--- src/rtl/rbg_pkg.sv ---
// Shared types and helpers for the rbg arbiter family: FSM state encoding,
// default parameter values and the wrap-around round-robin search.
package rbg_pkg;

  typedef enum logic [2:0] {
    IDLE    = 3'd0,
    REQ     = 3'd1,
    BUSY_HI = 3'd2,
    BUSY_LO = 3'd3,
    WAIT    = 3'd4,
    GNT     = 3'd5
  } rbg_state_e;

  localparam int unsigned N_REQ_DEF       = 4;
  localparam int unsigned BUSY_PULSES_DEF = 3;
  localparam int unsigned DLY_W_DEF       = 4;
  localparam int unsigned RR_MAX          = 16;

  // Returns {valid, idx}: first set bit of vec at or after ptr, wrapping modulo n.
  function automatic logic [4:0] next_rr(input logic [3:0] ptr, input logic [15:0] vec,
                                         input int unsigned n);
    logic [4:0]  res;
    int unsigned j;
    res = 5'd0;
    for (int unsigned i = 0; i < RR_MAX; i++) begin
      j = (32'(ptr) + i) % n;
      if ((i < n) && !res[4] && vec[j[3:0]]) begin
        res = {1'b1, j[3:0]};
      end else begin
        res = res;
      end
    end
    return res;
  endfunction

endpackage

--- src/rtl/rbg_bus_arbiter_rr_pick.sv ---
// Combinational round-robin selector: first requester at or after ptr.
module rbg_rr_pick
  import rbg_pkg::*;
#(
  parameter int N_REQ = N_REQ_DEF
) (
  input  logic [N_REQ-1:0]         req_vec,
  input  logic [$clog2(N_REQ)-1:0] ptr,
  output logic                     valid,
  output logic [$clog2(N_REQ)-1:0] idx
);

  localparam int ID_W = $clog2(N_REQ);

  logic [15:0] vec_s;
  logic [3:0]  ptr_s;
  logic [4:0]  res_s;

  // Widen to the search helper's fixed width and split its result.
  always_comb begin
    vec_s              = 16'd0;
    vec_s[N_REQ-1:0]   = req_vec;
    ptr_s              = 4'd0;
    ptr_s[ID_W-1:0]    = ptr;
    res_s              = next_rr(ptr_s, vec_s, N_REQ);
    valid              = res_s[4];
    idx                = ID_W'(res_s[3:0]);
  end

endmodule

--- src/rtl/rbg_bus_arbiter.sv ---
// Round-robin arbiter driving the shared req -> busy pulses -> optional gap -> gnt
// resource handshake on behalf of N_REQ requesters. All outputs are registered.
module rbg_bus_arbiter
  import rbg_pkg::*;
#(
  parameter int N_REQ       = N_REQ_DEF,
  parameter int BUSY_PULSES = BUSY_PULSES_DEF,
  parameter int DLY_W       = DLY_W_DEF
) (
  input  logic                     clk,
  input  logic                     rst,
  input  logic [N_REQ-1:0]         req_vec,
  input  logic [DLY_W-1:0]         gnt_delay,
  output logic                     bus_req,
  output logic                     bus_busy,
  output logic                     bus_gnt,
  output logic [N_REQ-1:0]         gnt_vec,
  output logic [$clog2(N_REQ)-1:0] owner_id,
  output logic                     active
);

  localparam int ID_W = $clog2(N_REQ);
  localparam int PC_W = $clog2(BUSY_PULSES + 1);

  rbg_state_e        state_r, state_s;
  logic [ID_W-1:0]   ptr_r;
  logic [PC_W-1:0]   pulse_cnt_r;
  logic [PC_W-1:0]   pulse_inc_s;
  logic [DLY_W-1:0]  dly_cnt_r;
  logic              pick_valid_s;
  logic [ID_W-1:0]   pick_idx_s;

  rbg_rr_pick #(.N_REQ(N_REQ)) u_pick (
    .req_vec (req_vec),
    .ptr     (ptr_r),
    .valid   (pick_valid_s),
    .idx     (pick_idx_s)
  );

  // Next-state decode for the handshake sequencer.
  always_comb begin
    state_s     = state_r;
    pulse_inc_s = pulse_cnt_r + PC_W'(1);
    case (state_r)
      IDLE: begin
        if (pick_valid_s) state_s = REQ;
        else              state_s = IDLE;
      end
      REQ:     state_s = BUSY_HI;
      BUSY_HI: begin
        if (pulse_inc_s == PC_W'(BUSY_PULSES)) begin
          if (dly_cnt_r == DLY_W'(0)) state_s = GNT;
          else                        state_s = WAIT;
        end else begin
          state_s = BUSY_LO;
        end
      end
      BUSY_LO: state_s = BUSY_HI;
      // WAIT is entered with dly_cnt >= 1 and lasts exactly that many cycles.
      WAIT: begin
        if (dly_cnt_r <= DLY_W'(1)) state_s = GNT;
        else                        state_s = WAIT;
      end
      GNT:     state_s = IDLE;
      default: state_s = IDLE;
    endcase
  end

  // State, round-robin pointer, owner and the pulse/delay counters.
  always_ff @(posedge clk) begin
    if (rst) begin
      state_r     <= IDLE;
      ptr_r       <= ID_W'(0);
      owner_id    <= ID_W'(0);
      pulse_cnt_r <= PC_W'(0);
      dly_cnt_r   <= DLY_W'(0);
    end else begin
      state_r <= state_s;
      case (state_r)
        IDLE: begin
          if (pick_valid_s) owner_id <= pick_idx_s;
        end
        REQ: begin
          dly_cnt_r   <= gnt_delay;
          pulse_cnt_r <= PC_W'(0);
        end
        BUSY_HI: pulse_cnt_r <= pulse_inc_s;
        WAIT: begin
          if (dly_cnt_r != DLY_W'(0)) dly_cnt_r <= dly_cnt_r - DLY_W'(1);
        end
        GNT: begin
          if (owner_id == ID_W'(N_REQ - 1)) ptr_r <= ID_W'(0);
          else                              ptr_r <= owner_id + ID_W'(1);
        end
        default: ;
      endcase
    end
  end

  // Outputs are registered from the next state so they line up with state_r.
  always_ff @(posedge clk) begin
    if (rst) begin
      bus_req  <= 1'b0;
      bus_busy <= 1'b0;
      bus_gnt  <= 1'b0;
      gnt_vec  <= N_REQ'(0);
      active   <= 1'b0;
    end else begin
      bus_req  <= (state_s == REQ);
      bus_busy <= (state_s == BUSY_HI);
      bus_gnt  <= (state_s == GNT);
      gnt_vec  <= (state_s == GNT) ? (N_REQ'(1) << owner_id) : N_REQ'(0);
      active   <= (state_s != IDLE);
    end
  end

endmodule

--- config.mk ---
export PLATFORM = sky130hd
export DESIGN_NAME = rbg_bus_arbiter
export DESIGN_NICKNAME = d
export VERILOG_FILES = /design/src/rtl/rbg_pkg.sv /design/src/rtl/rbg_bus_arbiter_rr_pick.sv /design/src/rtl/rbg_bus_arbiter.sv
export SDC_FILE = /design/constraint.sdc
export NUM_CORES = 1
export LEC_CHECK = 0
export CAP_MARGIN = 5
export CORE_UTILIZATION = 45
export DETAILED_ROUTE_END_ITERATION = 8
export HOLD_SLACK_MARGIN = 0.08
export MAX_ROUTING_LAYER = met4
export PLACE_DENSITY = 0.69
export SETUP_SLACK_MARGIN = 0.5
export SLEW_MARGIN = 5
export SYNTH_ARGS = -nofsm -noshare
export SYNTH_HDL_FRONTEND = slang
export SYNTH_SLANG_ARGS = --single-unit
--- constraint.sdc ---
create_clock -name clk -period 3.45 [get_ports clk]
set_input_delay 0.69 -clock clk [delete_from_list [all_inputs] [get_ports clk]]
set_output_delay 0.69 -clock clk [all_outputs]
set_load 0.01 [all_outputs]
Word-level counts from Yosys, hierarchy flattened --
Cells that the tools add are included. W data, S select, Z words.
Storage, ports and cells: register bits after elaboration 21, word-level logic and storage cells 71, output and inout bits 10, latch bits 0, memory bits (writable) 0, bits in read-only memories 0, memories 0
Operators by class: $lt $le $gt $ge 5, multiplexer cells 21, multiply operators 0, equal/unequal tests 11, shift operators 1, bitwise logic cells 1, add/sub/neg operators 6, reductions and logical operators 16, divide/modulo/power cells 0
Operator list (number):
- $lt A2 B5 Y1 const B | 4
- $mux W5 | 4
- $pmux W3 S4 | 1
- $eq A3 B2 Y1 const B | 3
- $eq A3 B3 Y1 const B | 3
- $bmux W1 S2 | 4
- $pmux W4 S2 | 1
- $mux W1 | 7
- $add A2 B1 Y2 const B | 3
- $eq A3 B1 Y1 const B | 2
- $add A2 B2 Y2 const B | 2
- $eq A2 B2 Y1 const B | 2
- $le A4 B1 Y1 const B | 1
- $logic_not A4 Y1 | 1
- $mux W4 | 1
- $pmux W2 S2 | 1
- $reduce_and A2 Y1 | 2
- $reduce_bool A2 Y1 | 2
- $reduce_bool A4 Y1 | 1
- $reduce_or A2 Y1 | 2
- $shl A1 B2 Y4 const A | 1
- $sub A4 B1 Y4 const B | 1
- $logic_and A1 B1 Y1 | 3
- $logic_not A1 Y1 | 3
- 6 further kinds | 6

Longest topological paths before layout --
depth in word-level cells 17, mapped depth 6, depth with buffers taken out 6

Hierarchy --
Synthesis repeated with hierarchy kept, for this count alone.
Unflattened totals: cell total of the unflattened synthesis 122, area, all modules 1108.6 µm²
By module, submodules not included:
- rbg_bus_arbiter | cells an instance 107, instances 1, seq. area each 420.4 µm², area each 1031.0 µm²
- rbg_rr_pick | cells an instance 15, instances 1, seq. area each 0.0 µm², area each 77.6 µm²

Least setup slack after synthesis --
OpenSTA, ideal clock, no wires.
path type in2reg, start point in req_vec[0], end point reg gnt_vec[1], stages on the path 4, slack 1.616 ns, data arrival time 1.716 ns, cell sequence nor4_1 > nand2b_1 > a31oi_2 > and4bb_2
On the way: cells in the longest elaborated chain, start to end 17
RTL lines:
- start, declared | line rbg_bus_arbiter.sv:12 | input logic [N_REQ-1:0] req_vec,
- $bmux W1 S2 | line rbg_pkg.sv:27 | if ((i < n) && !res[4] && vec[j[3:0]]) begin
- $mux W1 (not written as such) | line rbg_pkg.sv:27
- $mux W5 | line rbg_pkg.sv:27
- $logic_not A1 Y1 | line rbg_pkg.sv:27
- $logic_and A1 B1 Y1 | line rbg_pkg.sv:27
- $mux W5 | line rbg_pkg.sv:27
- $logic_not A1 Y1 | line rbg_pkg.sv:27
- $logic_and A1 B1 Y1 | line rbg_pkg.sv:27
- $mux W5 | line rbg_pkg.sv:27
- $logic_not A1 Y1 | line rbg_pkg.sv:27
- $logic_and A1 B1 Y1 | line rbg_pkg.sv:27
- $mux W5 (*) | line rbg_pkg.sv:27
- $mux W1 (*) | line rbg_bus_arbiter.sv:46 | if (pick_valid_s) state_s = REQ;
- $pmux W3 S4 (*) | line rbg_bus_arbiter.sv:44 | case (state_r)
- $eq A3 B3 Y1 (*) | line rbg_bus_arbiter.sv:112 | gnt_vec <= (state_s == GNT) ? (N_REQ'(1) << owner_id) : N_REQ'(0);
- $not A1 Y1 (no line) (*)
- $reduce_or A2 Y1 (no line) (*)
- end signal, assigned | line rbg_bus_arbiter.sv:112
- end, declared | line rbg_bus_arbiter.sv:17 | output logic [N_REQ-1:0] gnt_vec,
Mark *: on every way between the ends. The rest lies on a longest branch, timed or not. The select of a mux whose other input is x is not followed. A chain may end at the register's enable or synchronous reset.

Final worst setup path --
Same ends and word-level chain as after synthesis.

==> flow_metrics.env <==
export IMPL_rsz0062_at_grt="false"
export IMPL_hp_class="reg2reg"
export IMPL_ios=20
export IMPL_peakVddDrop_mv=0.2196
export IMPL_fin_crit_sh_pct=64.53
export IMPL_cts_sinks=21
export IMPL_p_total_mw=0.5092
export IMPL_cts_htree_levels=1
export IMPL_wl_per_cell_um=12.83
export IMPL_dpl_hpwl_um=1561
export IMPL_dr_pass1_iters=3
export IMPL_cts_resized_gates=0
export IMPL_power_frac_comb_pct=20.9
export IMPL_final_max_slew_viol_count=0
export IMPL_ant_nets=0
export IMPL_slowest_delay_ns=0.49
export IMPL_ctsHoldBuffers=0
export IMPL_clk_path_buf_depth=2
export IMPL_final_area_um2=1314
export IMPL_syn_cell_area_um2=1082
export IMPL_path_cells="clkdlybuf4s50_1, nor4_1, nand2b_1, a31oi_2, and4bb_2"
export IMPL_die_h_um=51.04
export IMPL_slew_headroom_pct=59.52
export IMPL_nets=155
export IMPL_yosysTopAreaCell="dfxtp_1"
export IMPL_num_rows=17
export IMPL_core_area_um2=2233
export IMPL_async_flop_share_pct=0
export IMPL_yosysWarningCount=0
export IMPL_grt_pass1_wl_um=3629
export IMPL_internal_power_mw=0.3557
export IMPL_syn_inst=120
export IMPL_port_buffers=19
export IMPL_crit_buf_inv=1
export IMPL_synth_seq_area_share_pct=38.84
export IMPL_fp_dieArea_um2=2605
export IMPL_ys_flop_type="dfxtp_1"
export IMPL_clock_skew_ns=0.001061
export IMPL_diodes=0
export IMPL_drc_errors=0
export IMPL_outcome="finished clean"
export IMPL_setup_viol=0
export IMPL_crit_required_ns=3.66
export IMPL_p_clk_share_pct=24.1
export IMPL_avgSynthCellArea_um2=9.019
export IMPL_synth_common_cells="dfxtp_1 (21), a21oi_1 (13), inv_1 (8), nor2_1 (8), o21ai_0 (7)"
export IMPL_critPathLaunchType="input port"
export IMPL_p_seq_share_pct=55.0
export IMPL_leakage_nw=0.4683
export IMPL_syn_to_final_growth_pct=21.39
export IMPL_initial_core_util_pct=48.46
export IMPL_yosys_cell_types_count=37
export IMPL_syn_nets=135
export IMPL_drt_initial_drc_count=4
export IMPL_period_minus_slack_ns=2.226
export IMPL_cts_made_buffers=3
export IMPL_switching_power_mw=0.1536
export IMPL_die_width_um=51.04
export IMPL_path_max_fanout=8
export IMPL_drt_wl_total_um=2142
export IMPL_final_util_pct=58.82
export IMPL_viasPerCell=5.395
export IMPL_antenna_found_initial=0
export IMPL_gr_total_overflow=0
export IMPL_endpoint_kind="register"
export IMPL_grt_pass1_vias=890
export IMPL_drive_gt1_share_pct=9.353
export IMPL_switching_share_pct=30.16
export IMPL_grt_max_degree=17
export IMPL_setup_tns_ns=0
export IMPL_ys_ff_latch=21
export IMPL_slowest_stage="nor4_1"
export IMPL_gp_congestion=0.7841
export IMPL_clock_latency_ns=0.31
export IMPL_yosys_top_cells_area="dfxtp_1 (39%), a21oi_1 (6.0%), ha_1 (5.8%)"
export IMPL_power_density_nw_per_um2=387.6
export IMPL_cap_violations=0
export IMPL_synth_most_common_cell="dfxtp_1"
export IMPL_arrival_ns=2.44
export IMPL_place_area_um2=1284
export IMPL_clkTransAtPathRegs_ns=0.12
export IMPL_post_cts_buffers=0
export IMPL_path_class="in2reg"
export IMPL_num_vias=901
export IMPL_cts_tree="yes"
export IMPL_worst_slew_pin_slew_ns=0.6052
export IMPL_timing_fmax_mhz=449.2
export IMPL_cts_root_buf="clkbuf_4"
export IMPL_whs_ns=0.4995
export IMPL_cp_top_family="simple AND/OR/NAND/NOR gates"
export IMPL_yosysTopAreaCellShare_pct=38.84
export IMPL_hold_viol_final=0
export IMPL_synth_edf_count=0
export IMPL_track_usage_pct=19.11
## state kept, by name, indices dropped and copies added (netlist names)
| register | cells |
|---|---|
| dly_cnt_r | 4 |
| owner_id | 2 |
| gnt_vec | 4 |
| bus_busy | 1 |
| active | 1 |
| pulse_cnt_r | 2 |
| bus_gnt | 1 |
| state_r | 3 |
| bus_req | 1 |
| ptr_r | 2 |
## per-stage QoR
stage | std cells | setup WS (ns)
2_1_floorplan | 120 | 1.616
3_3_place_gp | 163 | 1.019
3_5_place_dp | 163 | 0.9029
4_1_cts | 167 | 1.243
5_1_grt | 167 | 1.106
6_report | 167 | 1.224
## power by group through the flow
stage / Clock [mW] / Combinational [mW] / Sequential (mW)
global placement: 0 / 0.102 / 0.285
global route: 0.139 / 0.117 / 0.283
finish: 0.123 / 0.106 / 0.280
detailed placement: 0 / 0.106 / 0.286
floorplan: 0 / 0.0758 / 0.277
CTS: 0.130 / 0.107 / 0.280
## layer usage
layer	routed length (µm)	global-route usage, %	vias to the layer above
met5	0	-	-
met4	40	9.722	0
met2	1003	31.36	12
met3	44	2.679	4
li1	-	-	465
met1	1054	22.69	420
## placed cells by master, fill, tap and decap left out, drive strengths merged, types with 2 or more instances in the layout
cell type and instances:
dfxtp 21, clkdlybuf4s50 19, a21oi 14, inv 8, nor2 8, o21ai 7
nand2b 6, nor3 5, nand2 5, ha 5, nor4 3, and2 3
nand3b 3, clkbuf 3, nor3b 3, or2 2, a211oi 2, a211o 2
and2b 2, o31ai 2, mux2i 2
## worst reg2reg max path, stage by stage, from the launching register on
cell	delay, ns
dfxtp_1	0.69
nor3b_4	0.51
a21oi_2	0.20
or3_1	0.38
a21oi_1	0.12
## kinds of logic after synthesis
family	synth area share [%]
buffers and inverters	4.971
adders and majority gates	5.780
DFF	38.84
and+or+nand+nor	28.32
AOI/OAI and AO/OA	20.23
muxes	1.850
## cell type report
type / count / area (µm²)
clock buffers: 3 / 22.52
clock inverters: 1 / 7.507
fillers: 220 / 919.6
inverters: 8 / 30.03
multi-input cells: 87 / 608.1
flip-flops and latches: 21 / 420.4
well taps: 28 / 35.03
repair buffers: 19 / 190.2
## worst paths after layout
path | from | slack, ns | depth (start not counted) | end
max | req_vec[0] | 1.22 | 5 | gnt_vec[1]
min | dly_cnt_r[1] | 0.50 | 2 | dly_cnt_r[1]
max reg2reg | state_r[2] | 1.49 | 4 | dly_cnt_r[0]
min reg2reg | dly_cnt_r[1] | 0.50 | 2 | dly_cnt_r[1]
No activity file was read; power rests on OpenSTA's default activity.
